**config.mk**
```make
export PLATFORM = sky130hd
export DESIGN_NAME = popcount_expander
export DESIGN_NICKNAME = d
export VERILOG_FILES = /design/src/rtl/popcount_expander.sv
export SDC_FILE = /design/constraint.sdc
export NUM_CORES = 1
export LEC_CHECK = 0
export ABC_AREA = 1
export ABC_CLOCK_PERIOD_IN_PS = 1200
export CAP_MARGIN = 20
export CELL_PAD_IN_SITES_DETAIL_PLACEMENT = 1
export CELL_PAD_IN_SITES_GLOBAL_PLACEMENT = 2
export CORE_MARGIN = 2
export CORE_UTILIZATION = 31
export DETAILED_ROUTE_END_ITERATION = 16
export DONT_BUFFER_PORTS = 1
export HOLD_SLACK_MARGIN = 0.06
export PLACE_DENSITY = 0.85
export SYNTH_ARGS = -nofsm -noshare
export SYNTH_HDL_FRONTEND = slang
export SYNTH_SLANG_ARGS = --single-unit
```
**constraint.sdc**
```tcl
create_clock -name clk -period 1.2 [get_ports clk]
set_input_delay 0.06 -clock clk [delete_from_list [all_inputs] [get_ports clk]]
set_output_delay 0.06 -clock clk [all_outputs]
set_load 0.03 [all_outputs]
```
**src/rtl/popcount_expander.sv**
```systemverilog
// Two-stage valid/ready pipeline that expands a population count into a
// thermometer word. Define POPCOUNT_EXPANDER_SAT_EN to saturate overflowing counts.
module popcount_expander #(
    parameter int unsigned WIDTH = 32,
    parameter int unsigned CW    = 6
) (
    input  logic             clk,
    input  logic             rst,
    input  logic             in_valid,
    output logic             in_ready,
    input  logic [CW-1:0]    in_count,
    input  logic             in_msb,
    output logic             out_valid,
    input  logic             out_ready,
    output logic [WIDTH-1:0] out_bits,
    output logic             out_overflow
);

    logic             s1_valid_q, s1_valid_d;
    logic [CW-1:0]    s1_count_q, s1_count_d;
    logic             s1_msb_q,   s1_msb_d;
    logic             s2_valid_q, s2_valid_d;
    logic [WIDTH-1:0] s2_bits_q,  s2_bits_d;
    logic             s2_ovf_q,   s2_ovf_d;

    logic             s1_load;
    logic             s2_load;
    logic [WIDTH-1:0] lsb_word;
    logic [WIDTH-1:0] msb_word;
    logic [WIDTH-1:0] dec_word;
    logic             dec_ovf;

    // Handshake: S1 may take a new count whenever it is empty or moving into S2.
    always_comb begin
        s2_load  = s1_valid_q && (!s2_valid_q || out_ready);
        in_ready = !rst && (!s1_valid_q || !s2_valid_q || out_ready);
        s1_load  = in_valid && in_ready;
    end

    // Thermometer decode of the S1 count; the MSB form is the bit-reversed LSB form.
    always_comb begin
        lsb_word = '0;
        msb_word = '0;
        for (int i = 0; i < int'(WIDTH); i++) begin
            lsb_word[i] = (32'(i) < 32'(s1_count_q));
        end
        for (int i = 0; i < int'(WIDTH); i++) begin
            msb_word[i] = lsb_word[int'(WIDTH) - 1 - i];
        end
        dec_ovf = (32'(s1_count_q) > WIDTH);
        if (dec_ovf) begin
`ifdef POPCOUNT_EXPANDER_SAT_EN
            dec_word = '1;
`else
            dec_word = '0;
`endif
        end else begin
            dec_word = s1_msb_q ? msb_word : lsb_word;
        end
    end

    // Next-state for both pipeline stages.
    always_comb begin
        s1_valid_d = s1_valid_q;
        s1_count_d = s1_count_q;
        s1_msb_d   = s1_msb_q;
        s2_valid_d = s2_valid_q;
        s2_bits_d  = s2_bits_q;
        s2_ovf_d   = s2_ovf_q;

        if (s1_load) begin
            s1_valid_d = 1'b1;
            s1_count_d = in_count;
            s1_msb_d   = in_msb;
        end else if (s2_load) begin
            s1_valid_d = 1'b0;
        end

        if (s2_load) begin
            s2_valid_d = 1'b1;
            s2_bits_d  = dec_word;
            s2_ovf_d   = dec_ovf;
        end else if (out_ready) begin
            s2_valid_d = 1'b0;
        end
    end

    always_ff @(posedge clk or posedge rst) begin
        if (rst) begin
            s1_valid_q <= 1'b0;
            s1_count_q <= '0;
            s1_msb_q   <= 1'b0;
            s2_valid_q <= 1'b0;
            s2_bits_q  <= '0;
            s2_ovf_q   <= 1'b0;
        end else begin
            s1_valid_q <= s1_valid_d;
            s1_count_q <= s1_count_d;
            s1_msb_q   <= s1_msb_d;
            s2_valid_q <= s2_valid_d;
            s2_bits_q  <= s2_bits_d;
            s2_ovf_q   <= s2_ovf_d;
        end
    end

    assign out_valid    = s2_valid_q;
    assign out_bits     = s2_bits_q;
    assign out_overflow = s2_ovf_q;

endmodule

```
After elaboration in Yosys (flattened, before gate mapping)
Index checks and enable logic that the tools add are counted.

Register bits after elaboration: 42. Input bits: 11. Output and inout bits: 35. Word-level logic and storage cells: 56.

Order comparisons: 33. Mux-type cells: 6. Reductions and logical operators: 11.

Operator list (count): 5-bit by 6-bit < comparator with 1-bit output (first input constant) (16); 32-bit 2-to-1 mux (2); 4-bit by 6-bit < comparator with 1-bit output (first input constant) (8); 3-bit by 6-bit < comparator with 1-bit output (first input constant) (4); 1-bit by 6-bit < comparator with 1-bit output (first input constant) (2); 2-bit by 6-bit < comparator with 1-bit output (first input constant) (2); 6-bit > comparator (second input constant) (1); 1-bit 2-to-1 mux (4); 2-bit nonzero test (2); 1-bit logical AND (3); 1-bit logical NOT (3); 1-bit logical OR (3).

Logic depth before layout (Yosys ltp)
Gate-level depths: netlist of the first run.

Depth after elaboration: 6. Depth in mapped cells: 8. Gate-level depth less buffers: 8.

Least setup slack after synthesis of the first run
OpenSTA, ideal clock, no wires.

Path kind: register -> register. From: register s2_valid_q, in the netlist out_valid. To: register s1_count_q[0]. Library setup time: 0.118 ns. Data arrival time: 1.595 ns. Required time: 1.082 ns. Path slack: -0.513 ns. Stages on the path, launching flop included: 7. Buffers on the path: 0. Period minus slack after synthesis: 1.713 ns. Cell sequence: dfrtp_1 > nand2_1 > inv_1 > a21oi_2 > nand2_1 > nand2_1 > nand2_1.

Cells in the longest elaborated chain, start to end: 5.

Ends and longest elaborated chain: from (decl) (line 22) `logic s2_valid_q, s2_valid_d;`; from (signal assigned) (line 100) `s2_valid_q <= s2_valid_d;`; 1-bit logical NOT (line 36) `in_ready = !rst && (!s1_valid_q || !s2_valid_q || out_ready);`; 1-bit logical OR (2 in a row) (line 36); 1-bit logical AND (line 36); named net in_ready (line 10) `output logic in_ready,`; 1-bit logical AND (line 37) `s1_load = in_valid && in_ready;`; to (signal assigned) (line 98) `s1_count_q <= s1_count_d;`; to (decl) (line 20) `logic [CW-1:0] s1_count_q, s1_count_d;`.

The timed path passes the listed nets, and every way through them passes these cells. A chain may end at the register's enable or synchronous reset.

Final worst setup path of the first run
From: register s1_count_q[4]. To: register s2_bits_q[5], in the netlist out_bits[5].

Cells in the longest elaborated chain, start to end: 3. Elaborated cells on any way between the ends: 5. Those cells by class: 3 x order compare; 2 x mux.

Ends and longest elaborated chain: 3-bit by 6-bit < comparator with 1-bit output / 5-bit by 6-bit < comparator with 1-bit output (equally long branches) (line 45) `lsb_word[i] = (32'(i) < 32'(s1_count_q));`; 32-bit 2-to-1 mux (line 58) `dec_word = s1_msb_q ? msb_word : lsb_word;`; 32-bit 2-to-1 mux * (line 51) `if (dec_ovf) begin`; to (signal assigned) (line 101) `s2_bits_q <= s2_bits_d;`; to (decl) (line 23) `logic [WIDTH-1:0] s2_bits_q, s2_bits_d;`.

Every way passes the cells marked *; elsewhere a longest branch is shown, timed or not.

==> parameters.txt, run 1 <==
Parameter                              Value

Floorplan
  Number of core rows    31
  Die outline area    0.00815 mm2
  Die Y-Extent    90.3 um
  Die extent in x    between 90 and 100 um
  Boundary Pins    46
  Floorplan Core Area    just over 0.007 mm2
  Initial Utilization    0.320

Global routing
  Global-route wire length before repair    12500 um
  Via count of the first global-routing pass    2490
  Overall fraction of global-route tracks in use    0.190
  Remaining global-route overflow    0
  Largest net degree at the start of global routing    43
  Number of antenna violations at the first check in global routing    0

Drt
  Residual DRC count    0
  Number of detailed-routing iterations run before antenna repair    4
  Antenna-violating nets left    0
  Mean number of vias per cell    around 4.7
  Iteration-0 DRC count of the detailed router    67
  Total routed wirelength    7470 um
  Wirelength per Cell    15.4 um
  Via count    2295

Critical path
  FF-to-FF Start    s1_count_q[4]
  Kind of capture point of the worst setup path    register
  Critical Path Start    s1_count_q[4]
  Crit path kind    reg -> reg
  Register-to-Register Setup Slack    -170 ps
  Required time of the worst setup path    1400 ps
  Startpoint Class    register
  Biggest fanout along the worst timing path    6
  Worst EP arrival    1560 ps

Synth
  Mean cell area of the mapped netlist    around 7.1 um2
  Cell count after synthesis    323
  Yosys Warn Count    0
  Netlist cell types    22
  Top area cells in the synthesized netlist    sky130_fd_sc_hd__dfrtp_1 (46%), sky130_fd_sc_hd__nand2_1 (25%), sky130_fd_sc_hd__nand3_1 (10%)
  Library cell occupying the most area in the post-synthesis netlist    sky130_fd_sc_hd__dfrtp_1
  Syn_nets    334
  Sequential cell area fraction in the yosys report    0.455
  Area fraction of the dominant cell type after synthesis    0.455
  Summed instance area of the synthesized netlist    0.00231 mm2
  Synth Register Bits    42

Placed design
  Post-place setup slack    -231 ps
  Count of buffers from port buffering    0
  Half-perimeter wire length of the detailed placement result    5220 um
  Final RePlAce weighted congestion    around 0.88

STA
  Worst setup skew after layout    5.61 ps
  Number of setup violations in the final report    34
  Worst Hold Slack    -33.8 ps
  Crit share post-route    1.14
  Number of max-slew violations in the final report    0
  Relative max-transition margin    0.616
  Unrepaired setup endpoints after global routing    true
  Maximum clock frequency    732 MHz
  Final setup slack of the worst path    -167 ps
  Final hold vios    2
  Slew of the pin with the lowest slew margin    approximately 570 ps
  Shortest period the worst path allows    1370 ps

Finish
  Proportion of layout cells with a drive suffix above 1    0.368
  Area added between synthesis and finish    42.9%
  Diodes inserted    0
  Utilization after layout    0.457
  Most common cell after layout, fill and taps aside    sky130_fd_sc_hd__nand2_1
  Leading cell types in the layout, fill and taps excluded    sky130_fd_sc_hd__nand2_1 (131), sky130_fd_sc_hd__buf_4 (46), sky130_fd_sc_hd__dfrtp_1 (35)
  Final #Nets    between 300 and 400

Hold path
  Hold Startpoint    out_ready
  Worst min-delay path category    in -> reg

Clock tree
  Count of H-tree levels built during CTS    2
  Count of hold-fix buffers inserted at cts    9
  Clock tree from TritonCTS    done
  CTS Sinks    42
  Clk Latency, worst-skew pair    around 300 ps
  Clock-pin slew on the worst setup and hold paths    80 ps
  Clock root buffer    sky130_fd_sc_hd__clkbuf_8
  Worst-case clock buffer depth    2
  Total CTS buffers    5

Flow run
  Max-cap check violation count    0

Run status
  Result of the run    finished with violations
  Violated checks    negative hold slack, negative setup slack

Power
  Total power after layout    6.11 mW
  Power density normalized to cell area    roughly 1900 mW/mm2
  Leakage    1.68 nW
  Worst IR drop on VDD    0.663 mV
critical path: stages (launching register included):
cell	delay [ps]
sky130_fd_sc_hd__dfrtp_2	450
sky130_fd_sc_hd__buf_6	140
sky130_fd_sc_hd__nor2_4	210
sky130_fd_sc_hd__nand3_1	170
sky130_fd_sc_hd__nor2_1	140
sky130_fd_sc_hd__nor2_1	60
sky130_fd_sc_hd__nand2_1	50
sky130_fd_sc_hd__nand2_1	40
routing by layer:
metal	vias to the layer above	GRT usage	wire length, um
li1	1135	-	-
met3	6	0.0426	269
met4	0	0.0474	62
met2	33	0.334	3810
met5	-	0	0
met1	1121	0.238	3330
metrics by stage:
stage          TNS (ps)  hold WS [ps]  cell area (um2)  instances
2_1_floorplan     -1280           172             2330        323
3_3_place_gp      -3700           119             2810        462
3_5_place_dp      -5490           149             2810        462
4_1_cts           -3950         -47.2             3140        484
5_1_grt           -6920         -15.8             3300        485
6_report          -4030         -33.8             3300        485
power by group:
group / internal (mW) / switching [mW] / total [mW]
Clock: 0.613 / 0.522 / 1.13
Sequential: 1.83 / 0.902 / 2.74
Combinational: 0.901 / 1.34 / 2.24
Total: 3.35 / 2.77 / 6.11
synth_stat cells, drive strengths merged:
master and count:
dfrtp 42, buf 7, clkinv 1, o21ai 11, nand3 54, a21oi 2
nand2 153, clkbuf 6, nor2 25, inv 22
path summary, 6_finish.rpt:
| kind | end | cells past startpoint |
|---|---|---|
| min in group asynchronous | out_valid | 3 |
| setup reg to reg | out_bits[5] | 7 |
| setup / recovery | out_bits[5] | 7 |
| hold / removal | out_valid | 3 |
| max in group asynchronous | s1_count_q[0] | 3 |
| hold reg to reg | out_bits[15] | 2 |
logic make-up (layout without fill, tap and decap cells):
kind of cell           after synthesis  count (layout)  synth area share
AND/OR/NAND/NOR                    232             233             0.440
flip-flops                          42              42             0.455
buffers and inverters               36              98            0.0683
AO/OA/AOI/OAI                       13              13            0.0363
state kept, by name, indices dropped and copies added, names as in the netlist:
name,count
out_bits,32
out_overflow,1
out_valid,1
s1_count_q,6
s1_msb_q,1
s1_valid_q,1
repair_timing:
action,CTS,global route
cloned,1,0
endpoints found under the hold margin,51,2
pin swaps,3,13
gates resized for setup,33,43
setup endpoints to repair,34,41
buffers inserted,4,1
layout make-up:
cell class	instances	area [um2]
well taps	99	124
clock inverters	3	40.0
inverters	23	93.8
fillers	916	3920
multi-input cells	246	1310
clock buffers	5	68.8
repair buffers	67	601
flip-flops and latches	42	1060
Power figures use the tool's default switching activity.
==> run 2: changes to the inputs <==
--- a/config.mk
+++ b/config.mk
@@ -14,6 +14,7 @@
 export CORE_UTILIZATION = 31
 export DETAILED_ROUTE_END_ITERATION = 16
 export DONT_BUFFER_PORTS = 1
+export GPL_TIMING_DRIVEN = 0
 export HOLD_SLACK_MARGIN = 0.06
 export PLACE_DENSITY = 0.85
 export SYNTH_ARGS = -nofsm -noshare
==> parameters.txt, run 2 (same netlist as run 1, synthesis figures left out) <==
Parameter                              Value

Run status
  Result of the run    finished with violations
  Violated checks    negative hold slack, negative setup slack

STA
  Crit share post-route    1.21
  Number of setup violations in the final report    42
  Unrepaired setup endpoints after global routing    true
  Number of max-slew violations in the final report    0
  Worst setup skew after layout    7.26 ps
  Worst Hold Slack    -23.3 ps
  Final setup slack of the worst path    -258 ps
  Slew of the pin with the lowest slew margin    716 ps
  Maximum clock frequency    a little under 700 MHz
  Shortest period the worst path allows    1460 ps
  Final hold vios    1
  Relative max-transition margin    0.523

Clock tree
  Count of H-tree levels built during CTS    2
  Count of hold-fix buffers inserted at cts    8
  Clock-pin slew on the worst setup and hold paths    80 ps
  Clock tree from TritonCTS    done
  CTS Sinks    42
  Clk Latency, worst-skew pair    ~300 ps
  Total CTS buffers    5
  Clock root buffer    sky130_fd_sc_hd__clkbuf_8
  Worst-case clock buffer depth    2

Drt
  Via count    2211
  Number of detailed-routing iterations run before antenna repair    4
  Iteration-0 DRC count of the detailed router    slightly above 80
  Residual DRC count    0
  Antenna-violating nets left    0
  Wirelength per Cell    15.1 um
  Total routed wirelength    slightly below 7000 um
  Mean number of vias per cell    4.80

Floorplan
  Boundary Pins    46
  Die outline area    0.00815 mm2
  Number of core rows    31
  Die extent in x    approximately 90 um
  Initial Utilization    0.320
  Die Y-Extent    90.3 um
  Floorplan Core Area    0.00721 mm2

Finish
  Most common cell after layout, fill and taps aside    sky130_fd_sc_hd__nand2_1
  Count of filler cells inserted in the layout    a little over 900
  Final #Nets    between 300 and 400
  Area added between synthesis and finish    30.5%
  Leading cell types in the layout, fill and taps excluded    sky130_fd_sc_hd__nand2_1 (137), sky130_fd_sc_hd__nand3_1 (42), sky130_fd_sc_hd__dfrtp_1 (36)
  Post-route non-filler standard cell count    461
  Number of flip-flops under the largest register name    32
  Diodes inserted    0
  Proportion of layout cells with a drive suffix above 1    0.287

Global routing
  Via count of the first global-routing pass    2317
  GR Util met3    0.0392
  Number of antenna violations at the first check in global routing    0
  Largest net degree at the start of global routing    43
  Met1 demand-to-capacity share in global routing    0.235
  Remaining global-route overflow    0
  Most heavily used metal layer in global routing    met2
  Met2 layer usage reported by global route    0.311
  Global-route wire length before repair    12000 um
  Overall fraction of global-route tracks in use    0.184

Hold path
  Worst min-delay path category    in -> reg

Critical path
  Required time of the worst setup path    approximately 1400 ps
  Crit path kind    reg -> reg
  Startpoint Class    register
  Kind of capture point of the worst setup path    register
  Critical path cell sequence    nor2_4 > nand3_4 > buf_4 > buf_6 > nand2_8 > nand2_8 > nor2_2 > nand2_1 > nand2_1
  Longest individual stage delay on the worst path    roughly 460 ps
  Biggest fanout along the worst timing path    6
  Worst EP arrival    1700 ps
  Standard cell with the maximum stage delay on the critical path    sky130_fd_sc_hd__dfrtp_2
  Crit path max-delay family    simple AND/OR/NAND/NOR gates
  Number of buffer and inverter instances along the worst setup path    2

Flow run
  Max-cap check violation count    0

Power
  Power density normalized to cell area    1860 mW/mm2
  Leakage    1.54 nW
  Worst IR drop on VDD    approximately 0.58 mV

Placed design
  Half-perimeter wire length of the detailed placement result    4700 um
  Final RePlAce weighted congestion    0.881
  Post-place setup slack    -383 ps
  Count of buffers from port buffering    0
  Number of instances in the placed design    approximately 420
[run 2: path summary, 6_finish.rpt]
path,startpoint,endpoint,slack [ps],cells past startpoint
max in group asynchronous,rst,s1_count_q[2],310,2
max,s1_count_q[3],out_bits[26],-260,9
max reg2reg,s1_count_q[3],out_bits[26],-260,9
min reg2reg,s1_count_q[1],s1_count_q[1],550,2
min,out_ready,out_valid,-20,3
min in group asynchronous,rst,out_valid,420,2
[run 2: area by class of cell]
| class | instances | area [um2] | area share |
|---|---|---|---|
| multi-input combinational | 246 | 1290 | 0.428 |
| buffer | 13 | 93.8 | 0.0312 |
| clock inverter | 1 | 5.00 | 0.00166 |
| inverter | 23 | 91.3 | 0.0303 |
| timing repair buffer | 30 | 264 | 0.0877 |
| tap | 99 | 124 | 0.0411 |
| sequential | 42 | 1060 | 0.351 |
| clock buffer | 7 | 86.3 | 0.0287 |
[run 2: timing repair]
item | CTS | global route
gates cloned | 2 | 0
resized for setup | 46 | 25
pin swaps | 12 | 16
hold endpoints to repair | 51 | 1
buffers inserted | 14 | 7
setup endpoints to repair | 42 | 84
[run 2: layer usage]
layer	routed length [um]	part of all wire	vias to the layer above
met2	3310	0.47	49
met3	315	0.045	12
met4	140	0.020	0
met1	3200	0.46	1061
li1	-	-	1089
met5	0	0	-
[run 2: worst min-delay path: stages]
cell and delay, ps:
sky130_fd_sc_hd__inv_1 40, sky130_fd_sc_hd__nand2_4 90, sky130_fd_sc_hd__nand2_1 50
[run 2: report_power, final]
group	switching, mW	internal [mW]
sequential	1.11	1.83
clock	0.498	0.465
combinational	1.06	0.646
[run 2: stage by stage]
step / setup TNS [ps] / hold WS (ps) / cell area [um2] / util / power, mW
3_5_place_dp: -11360 / 177 / 2460 / 0.341 / 4.30
6_report: -8830 / -23.3 / 3010 / 0.417 / 5.61
4_1_cts: -6110 / -35.5 / 2870 / 0.398 / 5.54
2_1_floorplan: -1280 / 172 / 2330 / - / 3.91
3_3_place_gp: -23010 / 177 / 2460 / 0.341 / 4.25
5_1_grt: -11820 / -14.5 / 3010 / 0.417 / 6.02
==> run 3: changes to the inputs <==
--- a/config.mk
+++ b/config.mk
@@ -17,6 +17,7 @@
 export GPL_TIMING_DRIVEN = 0
 export HOLD_SLACK_MARGIN = 0.06
 export PLACE_DENSITY = 0.85
+export RECOVER_POWER = 100
 export SYNTH_ARGS = -nofsm -noshare
 export SYNTH_HDL_FRONTEND = slang
 export SYNTH_SLANG_ARGS = --single-unit
==> parameters.txt, run 3 (same netlist as run 1, synthesis figures left out) <==
Parameter                              Value

STA
  Final hold vios    1
  Final setup slack of the worst path    -258 ps
  Number of max-slew violations in the final report    0
  Shortest period the worst path allows    1460 ps
  Summed negative setup slack over all endpoints    -8830 ps
  Worst Hold Slack    -22.3 ps
  Number of setup violations in the final report    42
  Relative max-transition margin    0.428
  Unrepaired setup endpoints after global routing    true
  Maximum clock frequency    between 600 and 700 MHz
  Crit share post-route    1.21
  Worst setup skew after layout    7.28 ps
  Slew of the pin with the lowest slew margin    between 800 and 900 ps

Placed design
  Half-perimeter wire length of the detailed placement result    4700 um
  Number of instances in the placed design    422
  Count of buffers from port buffering    0
  Post-place setup slack    -383 ps
  Final RePlAce weighted congestion    0.881

Critical path
  Required time of the worst setup path    1440 ps
  Worst setup path endpoint    out_bits[26]
  Critical path cell sequence    nor2_4 > nand3_4 > buf_4 > buf_6 > nand2_8 > nand2_8 > nor2_2 > nand2_1 > nand2_1
  Kind of capture point of the worst setup path    register
  FF-to-FF Start    s1_count_q[3]
  Number of buffer and inverter instances along the worst setup path    2
  Instance count on the critical path    9
  Critical Path Start    s1_count_q[3]
  Startpoint Class    register
  Crit path kind    reg -> reg
  Standard cell with the maximum stage delay on the critical path    sky130_fd_sc_hd__dfrtp_2
  Cells on worst reg2reg path    9
  Critical R2R Capture    out_bits[26]
  Crit path max-delay family    simple AND/OR/NAND/NOR gates
  Longest individual stage delay on the worst path    between 400 and 500 ps
  Biggest fanout along the worst timing path    6
  Worst EP arrival    1700 ps
  Register-to-Register Setup Slack    -260 ps

Floorplan
  Die Y-Extent    90.3 um
  Initial Utilization    0.320
  Die outline area    around 0.008 mm2
  Boundary Pins    46
  Die extent in x    90.3 um
  Floorplan Core Area    around 0.0072 mm2
  Number of core rows    31

Finish
  Leading cell types in the layout, fill and taps excluded    sky130_fd_sc_hd__nand2_1 (137), sky130_fd_sc_hd__nand3_1 (42), sky130_fd_sc_hd__dfrtp_1 (36)
  Area added between synthesis and finish    30.4%
  Post-route non-filler standard cell count    461
  Final #Nets    372
  Number of flip-flops under the largest register name    32
  Diodes inserted    0
  Most common cell after layout, fill and taps aside    sky130_fd_sc_hd__nand2_1
  Proportion of layout cells with a drive suffix above 1    0.287
  Count of filler cells inserted in the layout    around 930

Global routing
  Largest net degree at the start of global routing    43
  Remaining global-route overflow    0
  Number of antenna violations at the first check in global routing    0
  Via count of the first global-routing pass    approximately 2300
  Overall fraction of global-route tracks in use    0.184
  Global-route wire length before repair    12000 um

Drt
  Mean number of vias per cell    4.79
  Iteration-0 DRC count of the detailed router    between 80 and 90
  Wirelength per Cell    15.1 um
  Antenna-violating nets left    0
  Via count    2208
  Number of detailed-routing iterations run before antenna repair    4
  Total routed wirelength    6960 um
  Residual DRC count    0

Power
  Worst IR drop on VDD    0.578 mV
  Power density normalized to cell area    1860 mW/mm2
  Leakage    about 1.5 nW

Flow run
  Max-cap check violation count    0

Hold path
  Worst min-delay path category    in -> reg

Clock tree
  Clk Latency, worst-skew pair    300 ps
  Clock tree from TritonCTS    done
  Clock-pin slew on the worst setup and hold paths    approximately 80 ps
  CTS Sinks    42
  Count of H-tree levels built during CTS    2
  Total CTS buffers    5
  Clock root buffer    sky130_fd_sc_hd__clkbuf_8
  Count of hold-fix buffers inserted at cts    8
  Worst-case clock buffer depth    2

Run status
  Violated checks    negative hold slack, negative setup slack
  Result of the run    finished with violations
## run 3: changes by cell type in the layout (fill, tap and decap cells not counted), sizes merged
cell / before / now
clkinv: 3 / 2
inv: 21 / 22
## run 3: where the power goes
part           internal [mW]  total, mW  switching (mW)  leakage (nW)
logic                  0.646       1.71            1.06         0.972
clock network          0.465      0.963           0.498        0.0482
registers               1.83       2.94            1.11         0.518
## run 3: worst min path at each step
stage	depth (start not counted)	to	start	slack, ps
finish	3	out_valid	out_ready	-20
global route	3	out_valid	out_ready	-10
CTS	3	out_valid	out_ready	-40
detailed placement	1	out_valid	rst	180
global placement	1	in_ready	rst	180
floorplan	1	in_ready	rst	170
## run 3: final cells by class
| type | count | area [um2] | area share |
|---|---|---|---|
| plain buffers | 13 | 93.8 | 0.0312 |
| clock buffers | 7 | 86.3 | 0.0287 |
| clock inverters | 1 | 5.00 | 0.00166 |
| inverters | 23 | 90.1 | 0.0299 |
| multi-input cells | 246 | 1290 | 0.428 |
| flip-flops and latches | 42 | 1060 | 0.352 |
| well taps | 99 | 124 | 0.0411 |
| repair buffers | 30 | 264 | 0.0877 |
## run 3: tightest hold or removal path: cells and delay by family
| kind | cells | cell delay [ps] |
|---|---|---|
| AND/OR/NAND/NOR | 2 | 150 |
| buffers and inverters | 1 | 40 |
## run 3: through the flow
step                area [um2]  power [mW]  utilization
floorplan                 2330        3.91            -
global placement          2460        4.25        0.341
detailed placement        2460        4.30        0.341
CTS                       2870        5.54        0.398
global route              3010        6.02        0.417
finish                    3010        5.61        0.417
## run 3: per-layer routing
metal / share of wire / global-route usage / routed length [um] / vias to the layer above
met2: 0.47 / 0.311 / 3300 / 47
li1: - / - / - / 1089
met5: 0 / 0 / 0 / -
met4: 0.020 / 0.0564 / 140 / 0
met3: 0.044 / 0.0392 / 309 / 12
met1: 0.46 / 0.235 / 3210 / 1060
## run 3: what timing repair did
action	CTS	global route
endpoints found under the hold margin	51	1
endpoints found under the setup margin	42	84
setup buffers	14	7
cloned	2	0
pin swaps	12	16
resized for setup	46	25
